--- config.mk ---
export PLATFORM = sky130hd
export DESIGN_NAME = md_unit_flat
export DESIGN_NICKNAME = d
export VERILOG_FILES = /design/src/rtl/md_unit_if.sv /design/src/rtl/md_unit.sv /design/src/flat_wrapper.sv
export SDC_FILE = /design/constraint.sdc
export NUM_CORES = 1
export LEC_CHECK = 0
export BUFFER_PORTS_ARGS = -buffer_cell sky130_fd_sc_hd__buf_4
export CAP_MARGIN = 20
export CORE_UTILIZATION = 45
export DETAILED_ROUTE_END_ITERATION = 7
export GPL_ROUTABILITY_DRIVEN = 0
export HOLD_SLACK_MARGIN = 0.15
export MAX_ROUTING_LAYER = met4
export REMOVE_ABC_BUFFERS = 1
export SLEW_MARGIN = 10
export SYNTH_ARGS = -nofsm -noshare
export SYNTH_HDL_FRONTEND = slang
export SYNTH_SLANG_ARGS = --single-unit
--- constraint.sdc ---
create_clock -name clk -period 10.77 [get_ports clk]
set_input_delay 2.154 -clock clk [delete_from_list [all_inputs] [get_ports clk]]
set_output_delay 2.154 -clock clk [all_outputs]
set_load 0.02 [all_outputs]
--- src/rtl/md_unit_if.sv ---
// Handshake and write-back bundle between the register bank and the
// iterative multiply/divide unit.
interface md_unit_if #(
   parameter int W = 32
);
   logic         start;
   logic [1:0]   op;
   logic [W-1:0] A;
   logic [W-1:0] B;
   logic         busy;
   logic         done;
   logic [W-1:0] result;
   logic [1:0]   EW;
   logic         DF;

   modport master (
      output start, op, A, B,
      input  busy, done, result, EW, DF
   );

   modport slave (
      input  start, op, A, B,
      output busy, done, result, EW, DF
   );
endinterface

--- src/rtl/md_unit.sv ---
// Iterative unsigned MUL/MULH/DIVU/REMU: radix-2 shift-add multiply and
// restoring divide, one bit per cycle, single-cycle registered write-back.
module md_unit #(
   parameter int W = 32
) (
   input logic clk,
   input logic rst,
   md_unit_if.slave bus
);
   localparam logic [1:0] IDLE = 2'd0;
   localparam logic [1:0] RUN  = 2'd1;
   localparam logic [1:0] DONE = 2'd2;

   logic [1:0]     state_q, state_d;
   logic [5:0]     cnt_q, cnt_d;
   logic [1:0]     op_q, op_d;
   logic [W-1:0]   opnd_q, opnd_d;
   logic [2*W-1:0] acc_q, acc_d;
   logic [W-1:0]   res_q, res_d;
   logic [1:0]     ew_q, ew_d;
   logic           df_q, df_d;
   logic           done_q, done_d;

   logic [W:0]     msum;
   logic [W+1:0]   diff;
   logic [2*W-1:0] step;

   // acc holds {hi, lo}: hi = partial product / remainder,
   // lo = multiplier / dividend shifting out as quotient shifts in
   always_comb begin
      msum = {1'b0, acc_q[2*W-1:W]}
           + (acc_q[0] ? {1'b0, opnd_q} : {(W+1){1'b0}});
      diff = {1'b0, acc_q[2*W-1:W-1]} - {2'b00, opnd_q};
      if (op_q[1]) begin
         if (diff[W+1])
            step = {acc_q[2*W-2:0], 1'b0};
         else
            step = {diff[W-1:0], acc_q[W-2:0], 1'b1};
      end else begin
         step = {msum, acc_q[W-1:1]};
      end
   end

   always_comb begin
      state_d = state_q;
      cnt_d   = cnt_q;
      op_d    = op_q;
      opnd_d  = opnd_q;
      acc_d   = acc_q;
      res_d   = res_q;
      ew_d    = 2'b00;
      df_d    = 1'b0;
      done_d  = 1'b0;
      case (state_q)
         IDLE: begin
            if (bus.start) begin
               op_d   = bus.op;
               cnt_d  = 6'd0;
               opnd_d = bus.op[1] ? bus.B : bus.A;
               acc_d  = {{W{1'b0}}, (bus.op[1] ? bus.A : bus.B)};
               if (bus.op[1] && (bus.B == '0)) begin
                  state_d = DONE;
                  res_d   = '1;
                  ew_d    = 2'b01;
                  df_d    = 1'b1;
                  done_d  = 1'b1;
               end else begin
                  state_d = RUN;
               end
            end
         end
         RUN: begin
            acc_d = step;
            cnt_d = cnt_q + 6'd1;
            if (cnt_q == 6'(W - 1)) begin
               state_d = DONE;
               res_d   = op_q[0] ? step[2*W-1:W] : step[W-1:0];
               ew_d    = 2'b11;
               done_d  = 1'b1;
            end
         end
         DONE:    state_d = IDLE;
         default: state_d = IDLE;
      endcase
   end

   always_ff @(posedge clk or posedge rst) begin
      if (rst) begin
         state_q <= IDLE;
         cnt_q   <= '0;
         op_q    <= '0;
         opnd_q  <= '0;
         acc_q   <= '0;
         res_q   <= '0;
         ew_q    <= 2'b00;
         df_q    <= 1'b0;
         done_q  <= 1'b0;
      end else begin
         state_q <= state_d;
         cnt_q   <= cnt_d;
         op_q    <= op_d;
         opnd_q  <= opnd_d;
         acc_q   <= acc_d;
         res_q   <= res_d;
         ew_q    <= ew_d;
         df_q    <= df_d;
         done_q  <= done_d;
      end
   end

   assign bus.busy   = (state_q != IDLE);
   assign bus.done   = done_q;
   assign bus.result = res_q;
   assign bus.EW     = ew_q;
   assign bus.DF     = df_q;
endmodule

--- src/flat_wrapper.sv ---
// flat-port wrapper written by rule: the top's interface ports become plain ports
module md_unit_flat 
#(
   parameter int W = 32
)
  (clk, rst, bus_start, bus_op, bus_A, bus_B, bus_busy, bus_done, bus_result, bus_EW, bus_DF);
  md_unit_if #(.W(W)) bus_i ();
  input logic clk;
  input logic rst;
  input wire logic [$bits(bus_i.start)-1:0] bus_start;
  input wire logic [$bits(bus_i.op)-1:0] bus_op;
  input wire logic [$bits(bus_i.A)-1:0] bus_A;
  input wire logic [$bits(bus_i.B)-1:0] bus_B;
  output wire logic [$bits(bus_i.busy)-1:0] bus_busy;
  output wire logic [$bits(bus_i.done)-1:0] bus_done;
  output wire logic [$bits(bus_i.result)-1:0] bus_result;
  output wire logic [$bits(bus_i.EW)-1:0] bus_EW;
  output wire logic [$bits(bus_i.DF)-1:0] bus_DF;
  assign bus_i.start = bus_start;
  assign bus_i.op = bus_op;
  assign bus_i.A = bus_A;
  assign bus_i.B = bus_B;
  assign bus_busy = bus_i.busy;
  assign bus_done = bus_i.done;
  assign bus_result = bus_i.result;
  assign bus_EW = bus_i.EW;
  assign bus_DF = bus_i.DF;
  md_unit #(.W(W)) u_core (.clk(clk), .rst(rst), .bus(bus_i));
endmodule
Word-level counts from Yosys, hierarchy flattened:

Cells that the tools add are included.

* word-level logic and storage cells: 53
* bits of input ports: 69
* register bits: 142
* output and inout bits: 37

* reductions and logical operators: 9
* add/subtract/negate cells: 3
* equal/unequal tests: 5
* mux-type cells: 27

Operator list (count)
* 32-bit two-way mux: 7
* 64-bit two-way mux: 3
* 64-bit one-hot mux with 2 select lines: 1
* 32-bit one-hot mux with 2 select lines: 1
* 33-bit by 32-bit subtractor with 34-bit output: 1
* 32-bit by 33-bit adder with 33-bit output: 1
* 32-bit logical NOT: 1
* 6-bit one-hot mux with 2 select lines: 1
* 2-bit two-way mux: 5
* 2-bit one-hot mux with 2 select lines: 2
* 6-bit by 1-bit adder with 6-bit output (second input constant): 1
* 6-bit by 5-bit == test with 1-bit output (second input constant): 1
* 6-bit two-way mux: 1
* 2-bit AND reduction: 3
* 1-bit two-way mux: 5
* 2-bit by 1-bit != test with 1-bit output (second input constant): 2
* 4-bit AND reduction: 1
* 2-bit nonzero test: 2
* 2-bit by 1-bit == test with 1-bit output (second input constant): 1
* 2-bit logical NOT: 1
* 2-bit != test (second input constant): 1
* 1-bit one-hot mux with 2 select lines: 1
* 1-bit logical AND: 1

Logic depth before layout (Yosys ltp):

Gate-level depths: netlist (run 1).

* depth after elaboration: 6
* mapped depth: 14
* gate-level depth less buffers: 12

Worst setup path before layout (run 1):

No wires, ideal clock.

* path type: input to register
* start: input bus_B[8]
* end: register u_core.res_q[10] (netlist: u_core.bus.result[10])
* buffers on the path: 2
* library setup time: 0.078 ns
* data arrival time: 3.680 ns
* stages: 7
* data required time: 10.692 ns
* setup slack: 7.012 ns
* path through: nor4b_1 nand4_1 nor4_1 clkbuf_1 clkbuf_1 o31ai_1 a21oi_1

* word-level cells in the longest chain between the ends: 4

Ends and longest elaborated chain
* from (decl): line flat_wrapper.sv:13 `input wire logic [$bits(bus_i.B)-1:0] bus_B;`
* 32-bit logical NOT: line md_unit.sv:61 `if (bus.op[1] && (bus.B == '0)) begin`
* 1-bit logical AND: line md_unit.sv:61
* 2-bit by 1-bit != test with 1-bit output (no source line)
* 4-bit AND reduction (no source line)
* to (signal assigned): line md_unit.sv:104 `res_q <= res_d;`
* to (decl): line md_unit.sv:19 `logic [W-1:0] res_q, res_d;`

Every way passes these cells.
A chain may end at the register's enable or synchronous reset.

Worst setup path after layout (run 1):

* start: register u_core.acc_q[0]
* end: register u_core.res_q[31] (netlist: u_core.bus.result[31])

* word-level cells in the longest chain between the ends: 6

Ends and longest elaborated chain
* from (decl): line md_unit.sv:18 `logic [2*W-1:0] acc_q, acc_d;`
* from (signal assigned): line md_unit.sv:93 `acc_q <= '0;`
* from (signal assigned): line md_unit.sv:103 `acc_q <= acc_d;`
* 32-bit two-way mux: line md_unit.sv:32 `+ (acc_q[0] ? {1'b0, opnd_q} : {(W+1){1'b0}});`
* 32-bit by 33-bit adder with 33-bit output: line md_unit.sv:32
* 64-bit two-way mux: line md_unit.sv:34 `if (op_q[1]) begin`
* 32-bit two-way mux: line md_unit.sv:77 `res_d = op_q[0] ? step[2*W-1:W] : step[W-1:0];`
* 32-bit two-way mux: line md_unit.sv:75 `if (cnt_q == 6'(W - 1)) begin`
* 32-bit one-hot mux with 2 select lines: line md_unit.sv:54 `case (state_q)`

Every way passes these cells. The select of a mux whose other input is x is not followed.

==> out/results.tsv, run 1 <==
stage	metric	value	unit
synth	Synth warnings	0	
hold_path	Hold Path Origin	u_core.cnt_q[5]	
clocking	Hold-fix buffers, CTS	0	
route	vias	10830	
clocking	H-tree depth	4	
die	Starting Density	46.15	%
clocking	CTS resizes	0	
critical_path	CP Data Required Time	11.05	ns
synth	Simple-Gate Fraction of Synth Area	17.49	%
placed_design	Final HPWL DP	27.56	mm
clocking	clock sinks	141	
finish	Final Net Count	1551	
sta	final setup violation count	0	
critical_path	cells along the critical path	buf_4 > and2_1 > ha_1 > fa_1 > a21o_1 > a221oi_1 > o21ai_0 > a21o_1 > a31oi_1 > o31ai_1 > a31o_2 > o311ai_1 > a21oi_1	
synth	top_reg_cell synth	dfrtp_1	
sta	RSZ-0062 raised after global routing	false	
global_routing	vias in the first global route	10260	
finish	share of layout cells above drive strength 1	13.24	%
synth	Mean Syn Cell Area	8.302	um^2
synth	top-count cell post-synth	dfrtp_1	
synth	xor and xnor fraction of the mapped netlist area	4.099	%
global_routing	GRT Overall Usage	31.03	%
global_routing	GR Util met1	43.04	%
clocking	clk slew on worst S/H paths	0.07	ns
critical_path	Crit. End Element	flip-flop	
flow_run	max-cap violations	0	
route	routed wire length	38.08	mm
critical_path	worst-path cell with the longest stage delay	a221oi_1	
global_routing	pin count of the biggest net entering global routing	90	
synth	Synth Register Bits	141	
placed_design	PortBufs	105	
synth	Yosys top cell by area	dfrtp_1	
die	Die Y-Extent	160.6	um
synth	Compound-Gate Fraction of Synth Area	24.12	%
route	drt via density	6.179	
critical_path	Crit Path Max Fanout	33	
critical_path	Arrival @ worst endpoint	4.73	ns
clocking	Clock Latency Late Sink	0.43	ns
sta	setup tns final	0	ns
sta	Period Utilization, post-route	41.36	%
global_routing	grt met2 use	45.59	%
critical_path	CP startpoint	u_core.acc_q[0]	
critical_path	r2r startpoint	u_core.acc_q[0]	
placed_design	worst slack, placed	6.013	ns
route	DRT Pass-1 Iters	5	
synth	combinational family with the most area after synthesis	compound AO/OA/AOI/OAI gates	
clocking	# Post-CTS Setup Buffers	0	
global_routing	GRT Residual Overflow	0	
clocking	TritonCTS clock tree	done	
synth	Unique masters post-synth	79	
sta	final slew viol count	0	
route	initial DRC count	973	
global_routing	initial antenna violation count	0	
sta	clock skew	0.01059	ns
die	die width	160.6	um
global_routing	global routing's busiest layer	met2	
critical_path	Most common cell on crit path	a21o_1	
sta	Peak Freq	224.5	MHz
synth	Synth Instances	1364	
route	WL per Instance	21.74	um
die	die area	25800	um^2
sta	Final min period	4.455	ns
sta	min setup slack post-route	6.315	ns
synth	Seq/Total Area, Yosys	31.16	%
critical_path	CP Launch Type	flip-flop	
sta	Hold Vio Cnt, Final	0	
global_routing	first-pass GRT wire length	59.75	mm
synth	share of the synthesized area in the top cell type	31.16	%
synth	post-synthesis mux area share	10.39	%
sta	Tightest Pin Transition	1.054	ns
sta	Max-slew headroom	29.74	%
finish	Synth-to-Final Area Change	13.94	%
clocking	Clock Root Buffer	clkbuf_16	
hold_path	Worst Hold Class	flip-flop to flip-flop	
synth	top cells by count, synth	dfrtp_1, nand2_1, o21ai_0	
critical_path	CP Buf/Inv Count	1	
synth	post-synthesis adder-cell area fraction	7.536	%
global_routing	GR Util met3	6.405	%
finish	Ant. Diodes	0	
route	Remaining DRCs	0	
clocking	Clock Path Buffers	2	
die	core box area	24530	um^2
clocking	cts bufs inserted	17	
die	IO Pins	106	
synth	area of the mapped netlist	11320	um^2
die	# rows	57	
critical_path	CP max stage delay	0.64	ns
synth	Synth area leaders	dfrtp_1, mux2i_1, ha_1	
synth	async set or reset register ratio after synthesis	100.0	%
critical_path	family with the most delay on the worst path	compound AO/OA/AOI/OAI gates	
outcome	outcome	completed	
route	post-route ant nets	0	
synth	number of synthesized flops with an enable pin	0	
sta	hold slack	0.4910	ns
critical_path	worst setup path class	flip-flop to flip-flop	
[layout make-up]
class,instances,area (um^2)
clock inverter,14,160.2
multi-input combinational,1076,7229
tap,324,405.4
fill,2355,11630
clock buffer,18,439.2
sequential,141,3530
timing repair buffer,123,923.4
inverter,56,215.2
[metal layers]
layer | part of all wire (%) | vias to the layer above
met4 | 2.3 | 0
met5 | 0 | -
li1 | - | 5106
met1 | 46 | 5269
met2 | 44 | 400
met3 | 8.0 | 50
[through the flow]
stage / utilization (%) / instances / instance area (um^2)
6_report: 52.59 / 1752 / 12900
3_5_place_dp: 50.15 / 1720 / 12300
2_1_floorplan: - / 1273 / 10940
3_3_place_gp: 50.15 / 1720 / 12300
4_1_cts: 52.59 / 1752 / 12900
5_1_grt: 52.59 / 1752 / 12900
[worst register-to-register path, stage by stage (launching register included)]
cell	delay (ns)
dfrtp_1	0.38
buf_4	0.25
and2_1	0.20
ha_1	0.21
fa_1	0.41
a21o_1	0.20
a221oi_1	0.64
o21ai_0	0.45
a21o_1	0.31
a31oi_1	0.41
o31ai_1	0.21
a31o_2	0.29
o311ai_1	0.22
a21oi_1	0.13
[placed cells by master (no fill, tap or decap), types with 6 or more instances in the layout]
master	synthesis	routed
dfrtp_1	141	140
nand2_1	132	131
buf_4	2	123
o21ai_0	114	114
a21oi_1	105	105
nor2_1	104	104
mux2i_1	104	104
ha_1	65	65
inv_1	54	53
nand3_1	43	43
and2_1	39	39
xnor2_1	29	29
a21o_1	28	28
a31oi_1	25	25
a221oi_1	25	25
xor2_1	24	24
nor3_1	18	18
clkbuf_16	0	17
nand4_1	16	16
o21a_1	13	13
a211oi_1	12	12
o221ai_1	12	12
o31ai_1	12	12
nor4_1	11	10
mux2_2	10	10
nor2b_1	10	9
or3_1	8	8
nand2b_1	9	8
o211ai_1	7	7
clkinv_4	0	7
and3_1	6	6
a211o_1	6	6
[kinds of logic (layout without fill, tap and decap cells)]
kind of cell | count (synthesis) | count (layout)
xor+xnor | 53 | 53
mux | 115 | 115
flops | 141 | 141
simple gates | 417 | 417
compound gates | 424 | 424
buf+inv | 147 | 211
fa+ha+maj | 67 | 67
[final timing paths]
| path | endpoint | slack (ns) | cells after the start |
|---|---|---|---|
| setup / recovery | u_core.bus.result[31] | 6.32 | 13 |
| hold / removal | u_core.cnt_q[5] | 0.49 | 1 |
| setup reg to reg | u_core.bus.result[31] | 6.32 | 13 |
| hold reg to reg | u_core.cnt_q[5] | 0.49 | 1 |
| max in group asynchronous | u_core.op_q[1] | 7.62 | 3 |
| min in group asynchronous | u_core.cnt_q[3] | 1.89 | 2 |
[state kept, by name, indices dropped and copies added, names as in the netlist]
register / flops
u_core.acc_q: 64
u_core.bus.result: 32
u_core.opnd_q: 32
u_core.cnt_q: 6
u_core.bus.EW: 2
u_core.op_q: 2
u_core.state_q: 2
u_core.bus.DF: 1
Power of run 1 is left out: the tool's default activity adds up to more than one toggle a clock period on the data nets, which glitch-free logic cannot reach.
==> run 2, diff against run 1 <==
Settings changed: ABC_AREA from default to 1.
Clock period 10.77 ns to 4.67 ns, I/O delays scaled along.
==> out/results.tsv, run 2 <==
stage	metric	value	unit
clocking	clock sinks	141	
critical_path	CP Launch Type	flip-flop	
critical_path	Arrival @ worst endpoint	3.52	ns
die	core box area	27180	um^2
clocking	Hold-fix buffers, CTS	0	
finish	Top reg by flops	u_core.acc_q	
finish	most frequent cells in the layout	nand2_1, inv_1, nor2_1	
critical_path	Crit Path Max Fanout	33	
route	drt via density	5.376	
sta	Final min period	3.168	ns
global_routing	pin count of the biggest net entering global routing	104	
clocking	clk slew on worst S/H paths	0.07	ns
critical_path	CP Data Required Time	5.02	ns
critical_path	Crit. End Element	flip-flop	
synth	Synth warnings	0	
clocking	H-tree depth	4	
synth	Seq/Total Area, Yosys	28.10	%
power_and_ir_drop	worst vdd ir	0.0004832	V
sta	Max-slew headroom	35.09	%
placed_design	Final HPWL DP	33.30	mm
finish	max reg flops	64	
finish	fin area	14150	um^2
global_routing	initial antenna violation count	0	
route	post-route ant nets	0	
outcome	outcome	completed	
die	# rows	60	
sta	Period Utilization, post-route	67.83	%
clocking	# Post-CTS Setup Buffers	0	
placed_design	PortBufs	105	
die	Starting Density	46.21	%
synth	top_reg_cell synth	dfrtp_1	
finish	most common cell after layout, fill and taps aside	nand2_1	
power_and_ir_drop	Pleak	0.007645	uW
synth	Unique masters post-synth	47	
clocking	TritonCTS clock tree	done	
power_and_ir_drop	total power	12390	uW
global_routing	vias in the first global route	12470	
route	WL per Instance	17.65	um
synth	Synth Register Bits	141	
flow_run	max-cap violations	0	
route	routed wire length	43.92	mm
clocking	Clock Root Buffer	clkbuf_16	
synth	Synth Instances	2043	
finish	share of layout cells above drive strength 1	8.932	%
route	Remaining DRCs	0	
sta	RSZ-0062 raised after global routing	false	
synth	Mean Syn Cell Area	6.146	um^2
synth	top-count cell post-synth	nand2_1	
clocking	cts bufs inserted	17	
die	die area	28580	um^2
global_routing	first-pass GRT wire length	69.39	mm
sta	clock skew	0.01216	ns
placed_design	Placed Instance Area	13550	um^2
sta	Hold Vio Cnt, Final	0	
synth	async set or reset register ratio after synthesis	100.0	%
sta	Peak Freq	315.7	MHz
die	IO Pins	106	
synth	Yosys top cell by area	dfrtp_1	
finish	Final Net Count	2239	
finish	Synth-to-Final Area Change	12.69	%
sta	final setup violation count	0	
clocking	Clock Latency Late Sink	0.44	ns
route	vias	13380	
synth	share of the synthesized area in the top cell type	28.10	%
hold_path	Worst Hold Class	flip-flop to flip-flop	
global_routing	GRT Residual Overflow	0	
finish	FILL cells	2932	
finish	Layout Cells excl Fill	2488	
clocking	Clock Path Buffers	2	
power_and_ir_drop	power density cells	875.2	nW/um^2
die	Die Y-Extent	169.0	um
route	initial DRC count	1252	
placed_design	placed cells	2456	
global_routing	GRT Overall Usage	32.52	%
finish	Ant. Diodes	0	
clocking	CTS resizes	0	
synth	top cells by count, synth	nand2_1, inv_1, nor2_1	
sta	Tightest Pin Transition	0.9736	ns
synth	area of the mapped netlist	12560	um^2
die	die width	169.0	um
critical_path	worst setup path class	flip-flop to flip-flop	
synth	Synth area leaders	dfrtp_1, nand2_1, inv_1	
route	DRT Pass-1 Iters	5	
synth	number of synthesized flops with an enable pin	0	
sta	final slew viol count	0	
==> run 2: cell count changes after synthesis, moves of 15 or more <==
cell      before  now
a21o_1        28    0
a221oi_1      25    0
a31oi_1       25    7
a32o_1         1   16
and2_1        39    4
clkbuf_1      72   48
inv_1         54  321
mux2i_1      104    4
nand2_1      132  666
nand3_1       43  187
nor2_1       104  200
o211ai_1       7   27
o21ai_0      114   99
xnor2_1       29   14
==> run 2: critical path, cell delays in order, from the launching register on <==
cell and delay [ns]:
dfrtp_1 0.43, ha_1 0.40, nand2_1 0.12, nor3_1 0.30, nand2_1 0.16, nor2_1 0.21
nand2_4 0.27, nand2_4 0.44, nand2_1 0.21, nand2_1 0.11, nand2_1 0.08, nand2_1 0.13
nand2_1 0.06, a21oi_1 0.15
==> run 2: cells by family after synthesis <==
| group | Yosys count | share of synthesized area [%] |
|---|---|---|
| buffers and inverters | 406 | 12.89 |
| adder cells (fa/ha/maj) | 67 | 6.796 |
| XOR/XNOR | 24 | 1.674 |
| AO/OA/AOI/OAI | 287 | 13.58 |
| AND/OR/NAND/NOR | 1114 | 36.64 |
| flip-flops | 141 | 28.10 |
| multiplexers | 4 | 0.3189 |
==> run 2: layout make-up <==
type                            count  area [um^2]  share of cell area, %
Multi-Input combinational cell   1496         7425                  52.47
Sequential cell                   141         3531                  24.95
Inverter                          329         1240                  8.762
Timing Repair Buffer              118        885.9                  6.260
Tap cell                          372        465.4                  3.289
Clock buffer                       18        429.2                  3.033
Clock inverter                     14        175.2                  1.238
==> run 2: worst paths after layout <==
path | startpoint | endpoint | slack, ns | depth (start not counted)
min in group asynchronous | rst | u_core.bus.EW[1] | 0.69 | 2
worst max register to register | u_core.acc_q[60] | u_core.bus.result[29] | 1.50 | 13
worst min register to register | u_core.acc_q[25] | u_core.acc_q[25] | 0.51 | 2
worst min-delay path | u_core.acc_q[25] | u_core.acc_q[25] | 0.51 | 2
max in group asynchronous | rst | u_core.acc_q[19] | 3.05 | 3
worst max-delay path | u_core.acc_q[60] | u_core.bus.result[29] | 1.50 | 13
==> run 2: through the flow <==
step | hold slack [ns] | setup slack (ns) | TNS, ns | util [%]
after floorplan | 0.4590 | -0.8314 | -29.13 | -
after global placement | 0.4792 | 1.403 | 0 | 49.85
after detailed placement | 0.4952 | 1.308 | 0 | 49.85
after CTS | 0.5099 | 1.579 | 0 | 52.07
after global routing | 0.5423 | 1.331 | 0 | 52.07
final | 0.5089 | 1.502 | 0 | 52.07
==> run 2: power breakdown <==
group | internal, uW | switching (uW)
Clock | 810 | 623
Sequential | 1710 | 456
Combinational | 2820 | 5960
==> run 2: layer usage <==
layer  track usage [%]  vias up  routed length (um)
met1             47.60     6233               21280
met2             48.17      487               18960
met4             8.382        0                 945
li1                  -     6598                   -
met3             2.712       57                2735
met5                 -        -                   0
(Power assumes the default switching activity.)
==> run 3, diff against run 2 <==
Settings changed: ABC_AREA 1 to 0, PLACE_DENSITY from default to 0.66.
Clock period 4.67 ns to 2.85 ns, I/O delays scaled along.
==> out/results.tsv, run 3 (same netlist as run 1, synthesis figures left out) <==
stage	metric	value	unit
sta	final slew viol count	0	
finish	Ant. Diodes	0	
placed_design	Placed Instance Area	14250	um^2
route	DRT Pass-1 Iters	7	
outcome	failing checks	setup timing	
global_routing	pin count of the biggest net entering global routing	78	
sta	clock skew	0.01107	ns
finish	most common cell after layout, fill and taps aside	buf_4	
die	die area	25800	um^2
global_routing	vias in the first global route	12370	
finish	share of layout cells above drive strength 1	38.63	%
finish	Top reg by flops	u_core.acc_q	
critical_path	Most common cell on crit path	buf_6	
die	IO Pins	106	
sta	Max-slew headroom	49.89	%
sta	Tightest Pin Transition	0.7517	ns
die	core box area	24530	um^2
critical_path	cell depth of the worst flop-to-flop path	14	
clocking	Clock Root Buffer	clkbuf_16	
clocking	Clock Latency Late Sink	0.44	ns
global_routing	global routing's busiest layer	met2	
clocking	clk slew on worst S/H paths	0.07	ns
clocking	clock sinks	141	
finish	most frequent cells in the layout	buf_4, dfrtp_1, nand2_1	
global_routing	first-pass GRT wire length	68.99	mm
die	die width	160.6	um
critical_path	CP Data Required Time	3.16	ns
critical_path	CP Launch Type	flip-flop	
critical_path	Arrival @ worst endpoint	3.55	ns
hold_path	Worst Hold Class	input pin to async pin	
outcome	outcome	finished, violations left	
sta	Hold Vio Cnt, Final	0	
clocking	Clock Path Buffers	2	
sta	Peak Freq	308.0	MHz
finish	fin area	16630	um^2
finish	Synth-to-Final Area Change	46.90	%
clocking	H-tree depth	4	
route	WL per Instance	22.73	um
placed_design	PortBufs	105	
global_routing	GR Util met3	7.980	%
route	Remaining DRCs	0	
die	# rows	57	
sta	Period Utilization, post-route	113.9	%
sta	hold slack	0.1482	ns
route	initial DRC count	1356	
critical_path	worst-path cell with the longest stage delay	dfrtp_2	
critical_path	worst setup path class	flip-flop to flip-flop	
clocking	cts bufs inserted	17	
sta	RSZ-0062 raised after global routing	true	
route	vias	12980	
die	Starting Density	46.15	%
placed_design	Final HPWL DP	31.27	mm
finish	max reg flops	64	
critical_path	FF-to-FF setup slack	-0.40	ns
route	post-route ant nets	0	
critical_path	Crit. End Element	flip-flop	
clocking	TritonCTS clock tree	done	
die	Die Y-Extent	160.6	um
route	drt via density	6.339	
flow_run	max-cap violations	0	
global_routing	GR Util met1	46.94	%
global_routing	GRT Overall Usage	35.69	%
critical_path	r2r startpoint	u_core.acc_q[0]	
critical_path	CP max stage delay	0.45	ns
critical_path	CP startpoint	u_core.acc_q[0]	
sta	final setup violation count	65	
sta	Final min period	3.247	ns
critical_path	crit path to	u_core.bus.result[22]	
finish	Final Net Count	1847	
global_routing	grt met2 use	53.27	%
critical_path	reg-to-reg critical path endpoint	u_core.bus.result[22]	
placed_design	worst slack, placed	-0.5875	ns
sta	min setup slack post-route	-0.3967	ns
global_routing	initial antenna violation count	0	
critical_path	Crit Path Max Fanout	5	
route	routed wire length	46.55	mm
critical_path	cells along the critical path	buf_6 > and2_1 > ha_4 > nand2_1 > or3_4 > a21o_1 > a2111oi_2 > buf_4 > a2bb2oi_2 > buf_6 > xnor2_2 > nor2_2 > a311oi_4 > a21oi_1	
global_routing	GRT Residual Overflow	0	
-- run 3: changes by cell type in the layout (fill, tap and decap cells not counted), sizes merged, moves of 18 or more --
cell    change
inv       -275
mux2i     +100
a31oi      +18
o211ai     -20
nor2      -100
nand3     -145
and2       +35
buf       +301
a221oi     +25
a21o       +28
nand2     -543
-- run 3: area by class of cell --
cell class,count,area (um^2)
Clock buffer,18,429.2
Fill cell,1798,7900
Timing Repair Buffer,419,3467
Inverter,56,215.2
Clock inverter,14,155.1
Multi-Input combinational cell,1076,8423
Tap cell,324,405.4
Sequential cell,141,3538
-- run 3: timing repair --
item / 4_1_cts / 5_1_grt
cloned: 4 / 0
buffers inserted: 35 / 20
setup endpoints to repair: 65 / 65
hold buffers: 0 / 0
pin swaps: 74 / 97
gates resized for setup: 194 / 128
-- run 3: through the flow --
step / utilization [%] / setup TNS (ns) / cells
floorplan: - / -284.98 / 1273
global placement: 58.10 / -19.03 / 1965
detailed placement: 58.10 / -22.32 / 1965
CTS: 65.51 / -10.23 / 2034
global route: 67.80 / -19.03 / 2048
finish: 67.80 / -15.21 / 2048
-- run 3: how the worst min path moves through the flow --
stage | depth (start not counted) | startpoint | slack (ns) | endpoint
after global routing | 2 | rst | 0.18 | u_core.bus.EW[0]
after global placement | 1 | u_core.cnt_q[5] | 0.47 | u_core.cnt_q[5]
after floorplan | 1 | u_core.cnt_q[5] | 0.45 | u_core.cnt_q[5]
final | 2 | rst | 0.15 | u_core.bus.EW[0]
after detailed placement | 1 | u_core.cnt_q[5] | 0.48 | u_core.cnt_q[5]
after CTS | 2 | rst | 0.16 | u_core.bus.EW[0]
-- run 3: critical path, delay by kind of cell (launching register included) --
kind / cells / cell delay, ns
DFF: 1 / 0.45
adders and majority gates: 1 / 0.31
xor gates and xnor gates: 1 / 0.12
and+or+nand+nor: 4 / 0.70
AOI/OAI and AO/OA: 5 / 1.08
buffers and inverters: 3 / 0.47
-- run 3: layer usage --
| layer | vias up | wire, um |
|---|---|---|
| met2 | 810 | 20690 |
| li1 | 5686 | - |
| met4 | 0 | 2224 |
| met3 | 188 | 4868 |
| met5 | - | 0 |
| met1 | 6299 | 18770 |
Power of run 3 is left out for the same reason.
